`src/rtl/ysyx_23060201_wbu.sv`:
```
// Write-back unit: formats load data, buffers results in a 2-entry FIFO and drains one per cycle to the GPR write port.
// Optional decode bypass of pending writes is enabled by defining YSYX_23060201_WBU_BYPASS_EN.
module ysyx_23060201_wbu #(
  parameter int GPR_ADDR_WIDTH = 5,
  parameter int DATA_WIDTH     = 32
) (
  input  logic                      clk,
  input  logic                      rst,
  input  logic                      in_valid,
  output logic                      in_ready,
  input  logic [DATA_WIDTH-1:0]     in_pc,
  input  logic [GPR_ADDR_WIDTH-1:0] in_rd,
  input  logic                      in_rf_wen,
  input  logic                      in_is_load,
  input  logic [2:0]                in_ld_funct3,
  input  logic [1:0]                in_addr_lo,
  input  logic [DATA_WIDTH-1:0]     in_alu_res,
  input  logic [DATA_WIDTH-1:0]     in_ld_raw,
  input  logic                      wb_stall,
  output logic                      gpr_wen,
  output logic [GPR_ADDR_WIDTH-1:0] gpr_waddr,
  output logic [DATA_WIDTH-1:0]     gpr_wdata,
  output logic                      commit_valid,
  output logic [DATA_WIDTH-1:0]     commit_pc,
  output logic [31:0]               retire_cnt,
  input  logic [GPR_ADDR_WIDTH-1:0] byp_raddr1,
  input  logic [GPR_ADDR_WIDTH-1:0] byp_raddr2,
  output logic                      byp_hit1,
  output logic                      byp_hit2,
  output logic [DATA_WIDTH-1:0]     byp_data1,
  output logic [DATA_WIDTH-1:0]     byp_data2
);

  typedef struct packed {
    logic [DATA_WIDTH-1:0]     pc;
    logic [GPR_ADDR_WIDTH-1:0] rd;
    logic                      wen;
    logic [DATA_WIDTH-1:0]     data;
  } entry_t;

  function automatic logic [DATA_WIDTH-1:0] fmt_load(
    input logic [2:0]            f3,
    input logic [1:0]            lo,
    input logic [DATA_WIDTH-1:0] raw
  );
    logic [7:0]            b;
    logic [15:0]           h;
    logic [DATA_WIDTH-1:0] res;
    case (lo)
      2'd0:    b = raw[7:0];
      2'd1:    b = raw[15:8];
      2'd2:    b = raw[23:16];
      2'd3:    b = raw[31:24];
      default: b = 8'h00;
    endcase
    // bit 0 of the address is deliberately ignored for halfword selection
    if (lo[1]) begin
      h = raw[31:16];
    end else begin
      h = raw[15:0];
    end
    case (f3)
      3'b000:  res = {{(DATA_WIDTH-8){b[7]}}, b};
      3'b001:  res = {{(DATA_WIDTH-16){h[15]}}, h};
      3'b100:  res = {{(DATA_WIDTH-8){1'b0}}, b};
      3'b101:  res = {{(DATA_WIDTH-16){1'b0}}, h};
      default: res = raw;
    endcase
    return res;
  endfunction

  entry_t                r_entry [2];
  logic                  r_wptr;
  logic                  r_rptr;
  logic [1:0]            r_count;
  logic [31:0]           r_retire;

  entry_t                w_new;
  entry_t                w_head;
  logic                  w_nonempty;
  logic                  w_push;
  logic                  w_pop;

  assign w_nonempty = (r_count != 2'd0);
  assign in_ready   = (r_count != 2'd2);
  assign w_push     = in_valid && in_ready;
  assign w_pop      = w_nonempty && !wb_stall;
  assign w_head     = r_entry[r_rptr];

  // Build the entry to be stored on push
  always_comb begin
    w_new.pc  = in_pc;
    w_new.rd  = in_rd;
    w_new.wen = in_rf_wen && (in_rd != '0);
    if (in_is_load) begin
      w_new.data = fmt_load(in_ld_funct3, in_addr_lo, in_ld_raw);
    end else begin
      w_new.data = in_alu_res;
    end
  end

  // FIFO storage, pointers, occupancy and retire counter
  always_ff @(posedge clk or negedge rst) begin
    if (!rst) begin
      for (int i = 0; i < 2; i++) begin
        r_entry[i] <= '0;
      end
      r_wptr   <= 1'b0;
      r_rptr   <= 1'b0;
      r_count  <= 2'd0;
      r_retire <= 32'd0;
    end else begin
      if (w_push) begin
        r_entry[r_wptr] <= w_new;
        r_wptr          <= ~r_wptr;
      end
      if (w_pop) begin
        r_rptr   <= ~r_rptr;
        r_retire <= r_retire + 32'd1;
      end
      case ({w_push, w_pop})
        2'b10:   r_count <= r_count + 2'd1;
        2'b01:   r_count <= r_count - 2'd1;
        default: r_count <= r_count;
      endcase
    end
  end

  assign gpr_wen      = w_pop && w_head.wen;
  assign commit_valid = w_pop;
  assign gpr_waddr    = w_nonempty ? w_head.rd   : '0;
  assign gpr_wdata    = w_nonempty ? w_head.data : '0;
  assign commit_pc    = w_nonempty ? w_head.pc   : '0;
  assign retire_cnt   = r_retire;

`ifdef YSYX_23060201_WBU_BYPASS_EN
  function automatic logic [DATA_WIDTH:0] byp_lookup(
    input logic [GPR_ADDR_WIDTH-1:0] raddr,
    input entry_t                    old_e,
    input logic                      old_v,
    input entry_t                    yng_e,
    input logic                      yng_v
  );
    logic old_hit;
    logic yng_hit;
    logic [DATA_WIDTH:0] res;
    old_hit = old_v && old_e.wen && (old_e.rd == raddr) && (raddr != '0);
    yng_hit = yng_v && yng_e.wen && (yng_e.rd == raddr) && (raddr != '0);
    // the younger pending write is the architecturally newest value
    if (yng_hit) begin
      res = {1'b1, yng_e.data};
    end else if (old_hit) begin
      res = {1'b1, old_e.data};
    end else begin
      res = '0;
    end
    return res;
  endfunction

  entry_t w_young;
  logic   w_young_v;
  assign w_young   = r_entry[~r_rptr];
  assign w_young_v = (r_count == 2'd2);

  assign {byp_hit1, byp_data1} = byp_lookup(byp_raddr1, w_head, w_nonempty, w_young, w_young_v);
  assign {byp_hit2, byp_data2} = byp_lookup(byp_raddr2, w_head, w_nonempty, w_young, w_young_v);
`else
  logic w_unused_byp;
  assign w_unused_byp = ^{byp_raddr1, byp_raddr2};
  assign byp_hit1  = 1'b0;
  assign byp_hit2  = 1'b0;
  assign byp_data1 = '0;
  assign byp_data2 = '0;
`endif

endmodule
```
`config.mk`:
```
export PLATFORM = sky130hd
export DESIGN_NAME = ysyx_23060201_wbu
export DESIGN_NICKNAME = d
export VERILOG_FILES = /design/src/rtl/ysyx_23060201_wbu.sv
export SDC_FILE = /design/constraint.sdc
export NUM_CORES = 1
export LEC_CHECK = 0
export ABC_CLOCK_PERIOD_IN_PS = 2000
export CORE_ASPECT_RATIO = 1.2
export CORE_MARGIN = 4
export CORE_UTILIZATION = 40
export CTS_CLUSTER_DIAMETER = 40
export DETAILED_ROUTE_END_ITERATION = 12
export GPL_TIMING_DRIVEN = 0
export PLACE_DENSITY = 0.8
export SYNTH_ARGS = -nofsm -noshare
export SYNTH_HDL_FRONTEND = slang
export SYNTH_SLANG_ARGS = --single-unit
```
`constraint.sdc`:
```
create_clock -name clk -period 2 [get_ports clk]
set_clock_uncertainty 0.1 [all_clocks]
set_input_delay 0.2 -clock clk [delete_from_list [all_inputs] [get_ports clk]]
set_output_delay 0.2 -clock clk [all_outputs]
set_load 0.02 [all_outputs]
```
Word level (Yosys, flattened, before mapping):

Cells that the tools add are included.

* word-level logic and storage cells: 56
* output and inout port bits: 170
* bits in registers: 176

* bitwise gates (word level): 4
* add/subtract/negate cells: 3
* order comparisons: 3
* muxes and demuxes: 14
* reductions and logical operators: 11
* equality and inequality tests: 9

Operators by type and width (number)
* 2-to-1 mux 70 bit: 4
* bitwise mux 140 bit: 1
* case mux 32 bit (4 select lines): 1
* 2-to-1 mux 32 bit: 3
* demux 70 bit (select 1 bit): 1
* adder 32 x 1 -> 32 bit (second input constant): 1
* case mux 8 bit (4 select lines): 1
* 2-to-1 mux 16 bit: 1
* equality test 2 bit (second input constant): 3
* equality test 3 bit (second input constant): 2
* logical AND 1 bit: 5
* 2-to-1 mux 5 bit: 1
* nonzero test 5 bit: 1
* equality test 2 x 1 -> 1 bit (second input constant): 2
* greater-or-equal comparator 2 bit (second input constant): 2
* NOT 1 -> 2 bit: 2
* case mux 2 bit (2 select lines): 1
* nonzero test 2 bit: 2
* equality test 3 x 1 -> 1 bit (second input constant): 1
* logical NOT 3 bit: 1
* adder 2 x 1 -> 2 bit (second input constant): 1
* logical NOT 2 bit: 1
* less-than comparator 2 x 1 -> 1 bit (second input constant): 1
* inequality test 2 bit (second input constant): 1
* other kinds (3): 4

Depth between registers and ports, before layout:

* depth after elaboration: 6
* mapped depth: 8
* depth with buffers taken out: 6

Least setup slack after synthesis:

OpenSTA, ideal clock, no wires.

* path type: reg2reg
* from: register r_retire[5] (netlist: retire_cnt[5])
* to: register r_retire[22] (netlist: retire_cnt[22])
* data arrival time: 1.511 ns
* cell stages (with the launch flop): 7
* setup time: 0.132 ns
* path slack: 0.257 ns
* data required time: 1.768 ns
* cell sequence: dfrtp_1 > and4_1 > clkbuf_1 > and4_1 > buf_2 > nand4_1 > xnor2_1

* longest elaborated chain between the ends: 1

RTL lines
* start, declared: line 76 `logic [31:0] r_retire;`
* start signal, assigned: line 119 `r_retire <= r_retire + 32'd1;`
* adder 32 x 1 -> 32 bit: line 119

Every way passes these cells.
A chain may end at the register's enable or synchronous reset.

Worst setup path after layout:

* from: register r_rptr
* to: output port gpr_wdata[7]

* longest elaborated chain between the ends: 5

RTL lines
* start, declared: line 74 `logic r_rptr;`
* start signal, assigned: line 118 `r_rptr <= ~r_rptr;`
* NOT 1 -> 2 bit (implied by the code): line 88 `assign w_head = r_entry[r_rptr];`
* 2-to-1 mux 70 bit (implied by the code) (3 in series): line 88
* 2-to-1 mux 32 bit: line 132 `assign gpr_wdata = w_nonempty ? w_head.data : '0;`
* end, declared: line 22 `output logic [DATA_WIDTH-1:0] gpr_wdata,`

Every way passes these cells. The select of a mux whose other input is x is not followed.

==> impl_metrics.csv <==
group,metric,value,unit
run_status,outcome,"finished with violations",
run_status,violations,"negative setup slack",
drt,dr.pass1.iters,5,
global_routing,busiest_layer,"met2",
sta,period_needed,2.017,ns
critical_path,arrival,1.72,ns
sta,max_slew.worst_pin.slew,0.5957,ns
global_routing,grt_use_met2,0.3595,
sta,slew_headroom,0.6029,
cells_and_area,multi_input_area,4547,µm²
critical_path,critPathKind,"flop to primary output",
cells_and_area,drive_gt1_frac,0.1988,
synth,yosysTopAreaCell,"dfrtp_1",
drt,via_per_inst,5.045,
cts,cts_buffer_depth,2,
sta,whs,0.1946,ns
synth,async_flop_share,1.000,
global_routing,grt_antenna_before_repair,1,
drt,num_vias,8465,
floorplan,dieHeight,175.6,µm
cells_and_area,finish.net_count,1474,
sta,fmax,0.4958,GHz
global_routing,first_global_vias,8477,
pwr,powerDensity,1528,nW/µm²
drt,wire_per_inst,17.48,µm
synth,synthTopCellsByCount,"245 x nand2_1, 176 x dfrtp_1, 159 x nor2_1",
synth,synthFlopType,"dfrtp_1",
sta,hold_violations,0,
synth,synth_area,9364,µm²
synth,yosys_warnings,0,
floorplan,num_io_pins,292,
synth,synth_edf_count,0,
sta,setup_viol,4,
floorplan,die_x,147.7,µm
global_routing,grt_util_met3,0.04903,
cts,cts_root_buffer,"clkbuf_16",
global_routing,grt-ovfl-total,0,
place,routabilityCongestion,0.9547,
cells_and_area,num_antenna_cells,0,
critical_path,critPathBufInv,3,
synth,synth_cells,1034,
floorplan,initial_core_util,0.4049,
sta,rsz0062_at_grt,"yes",
place,port_buffers,213,
critical_path,cp_cell_sequence,"buf_12 > buf_12 > mux2i_1 > nor2_1 > buf_4",
cts,cts_inserted_buffers,17,
critical_path,slowest_delay,0.49,ns
synth,synth_top_area_frac,0.4703,
cts,insertion_delay,0.43,ns
cells_and_area,seq_area,4408,µm²
critical_path,crit_fanout,5,
sta,drv_slew,0,
synth,synth_area_per_cell,9.056,µm²
drt,drt-initial-drc-count,511,
synth,ys_types,45,
synth,yosysSeqAreaShare,0.4703,
pwr,p_sw,0.008509,W
synth,ys_ff_latch,176,
global_routing,grt_max_degree,113,
global_routing,grtUsageTotal,0.2192,
critical_path,path_common_cell,"buf_12",
pwr,p_seq_frac,0.298,
critical_path,crit_slowest_cell,"dfrtp_2",
cts,clk_pin_slew_worst_paths,0.08,ns
sta,setup_slack,-0.01705,ns
critical_path,worstPathRequired,1.70,ns
critical_path,endpoint_kind,"primary output",
drt,drc,0,
floorplan,row_count,61,
cts,cts_num_sinks,176,
pwr,p_int,0.01164,W
sta,final.period_utilization,1.009,
pwr,clock_power_share,0.181,
pwr,swShare,0.4222,
floorplan,die_area,25930,µm²
place,dp_hpwl,21.00,mm
pwr,p_comb_frac,0.521,
global_routing,grt_pass1_wl,45.36,mm
cts,cts_tree,"yes",
global_routing,grt.met1_usage,0.2860,
cts,h-tree-depth,4,
critical_path,path_delay_family,"buffers and inverters",
hold_path,min_path_type,"input port to asynchronous set/reset pin",
pwr,ir_drop,849.9,µV
synth,yosysMostFrequentCell,"nand2_1",
job,cap_violations,0,
cells_and_area,syn2layout_area_growth,40.83,%
sta,fin_setup_tns,-0.04254,ns
drt,wl,29.34,mm
pwr,power.leakage,6.399,nW
floorplan,core-area,23130,µm²
drt,drtAntennaViolNets,0,
synth,ys_top_cells_by_area,"dfrtp_1 47%, nand2_1 9.8%, mux2i_1 9.3%, nor2_1 6.4%, buf_4 5.3%",
cells_and_area,fillers,2071,
critical_path,start_kind,"flop",
[worst paths after layout]
kind	slack, ns	depth (start not counted)	end	from
worst max-delay path	-0.02	5	gpr_wdata[7]	r_rptr
worst min-delay path	0.19	2	retire_cnt[24]	rst
worst max register to register	0.11	6	r_entry[20]	r_count[0]
worst min register to register	0.37	1	retire_cnt[31]	retire_cnt[31]
max in group asynchronous	0.66	3	r_entry[30]	rst
min in group clk	0.23	3	r_entry[57]	in_pc[19]
[logic make-up (layout without fill, tap and decap cells)]
family	count (synthesis)	after routing	synth area share
adder cells (fa/ha/maj)	2	2	0.002672
multiplexers	89	89	0.09701
AO/OA/AOI/OAI	109	109	0.09326
AND/OR/NAND/NOR	483	483	0.2165
buffers and inverters	139	403	0.08712
other	1	66	0.0004005
XOR/XNOR	35	35	0.03274
flip-flops	176	176	0.4703
[layout by cell type, fill, tap and decap left out, types with 6 or more instances in the layout]
master / netlist / final
nand2_1: 245 / 245
dfrtp_1: 176 / 173
nor2_1: 159 / 156
clkdlybuf4s50_1: 0 / 140
buf_4: 66 / 101
mux2i_1: 87 / 75
conb_1: 1 / 66
buf_2: 19 / 51
a221oi_1: 32 / 32
a31oi_1: 30 / 30
clkbuf_16: 0 / 22
clkbuf_2: 0 / 19
xnor2_1: 19 / 19
nand2b_1: 17 / 17
a21boi_0: 16 / 16
xor2_1: 16 / 16
o221ai_1: 15 / 15
clkbuf_1: 43 / 15
nand4_1: 12 / 12
buf_12: 0 / 9
and4_1: 8 / 8
inv_1: 7 / 7
nor2b_1: 7 / 7
nand3_1: 7 / 7
mux2i_4: 0 / 7
buf_6: 3 / 6
clkbuf_8: 0 / 6
[power by group through the flow]
stage	sequential [W]	combinational, W	clock, W
final	0.00601	0.0105	0.00364
after global routing	0.00619	0.0114	0.00384
after CTS	0.00595	0.0101	0.00370
after detailed placement	0.00593	0.00999	0
after global placement	0.00584	0.00985	0
after floorplan	0.00579	0.00587	0
[state kept, by name, indices dropped and copies added, names as in the netlist]
| signal | cells |
|---|---|
| r_wptr | 1 |
| r_entry | 140 |
| r_count | 2 |
| r_rptr | 1 |
| retire_cnt | 32 |
[layer usage]
metal / routed length (µm) / part of all wire
met3: 2114 / 0.072
met2: 14230 / 0.48
met1: 12140 / 0.41
met5: 7 / 0.00024
met4: 852 / 0.029
[metrics by stage]
stage	utilization	worst slack (ns)	power [W]	area [µm²]	std cells
6_report	0.5703	-0.01705	0.02015	13190	1678
5_1_grt	0.5703	-0.07545	0.02142	13190	1678
4_1_cts	0.5636	-0.08088	0.01979	13030	1670
3_5_place_dp	0.5261	-0.8431	0.01592	12170	1628
3_3_place_gp	0.5247	-6.525	0.01569	12130	1627
2_1_floorplan	-	0.2570	0.01166	9608	1099
[what timing repair did]
action,4_1_cts,5_1_grt
pin swaps,4,6
cloned,1,5
setup buffers,9,4
endpoints found under the setup margin,118,166
gates resized for setup,343,106
hold endpoints to repair,64,0
hold buffers,1,0
[final cells by class]
class | instances | share of cell area
Tap cell | 315 | 0.02989
Timing Repair Buffer | 234 | 0.1665
Buffer | 130 | 0.07419
Multi-Input combinational cell | 784 | 0.3448
Sequential cell | 176 | 0.3343
Inverter | 7 | 0.001992
Clock inverter | 15 | 0.01613
Clock buffer | 17 | 0.03226
(Power assumes the default switching activity.)
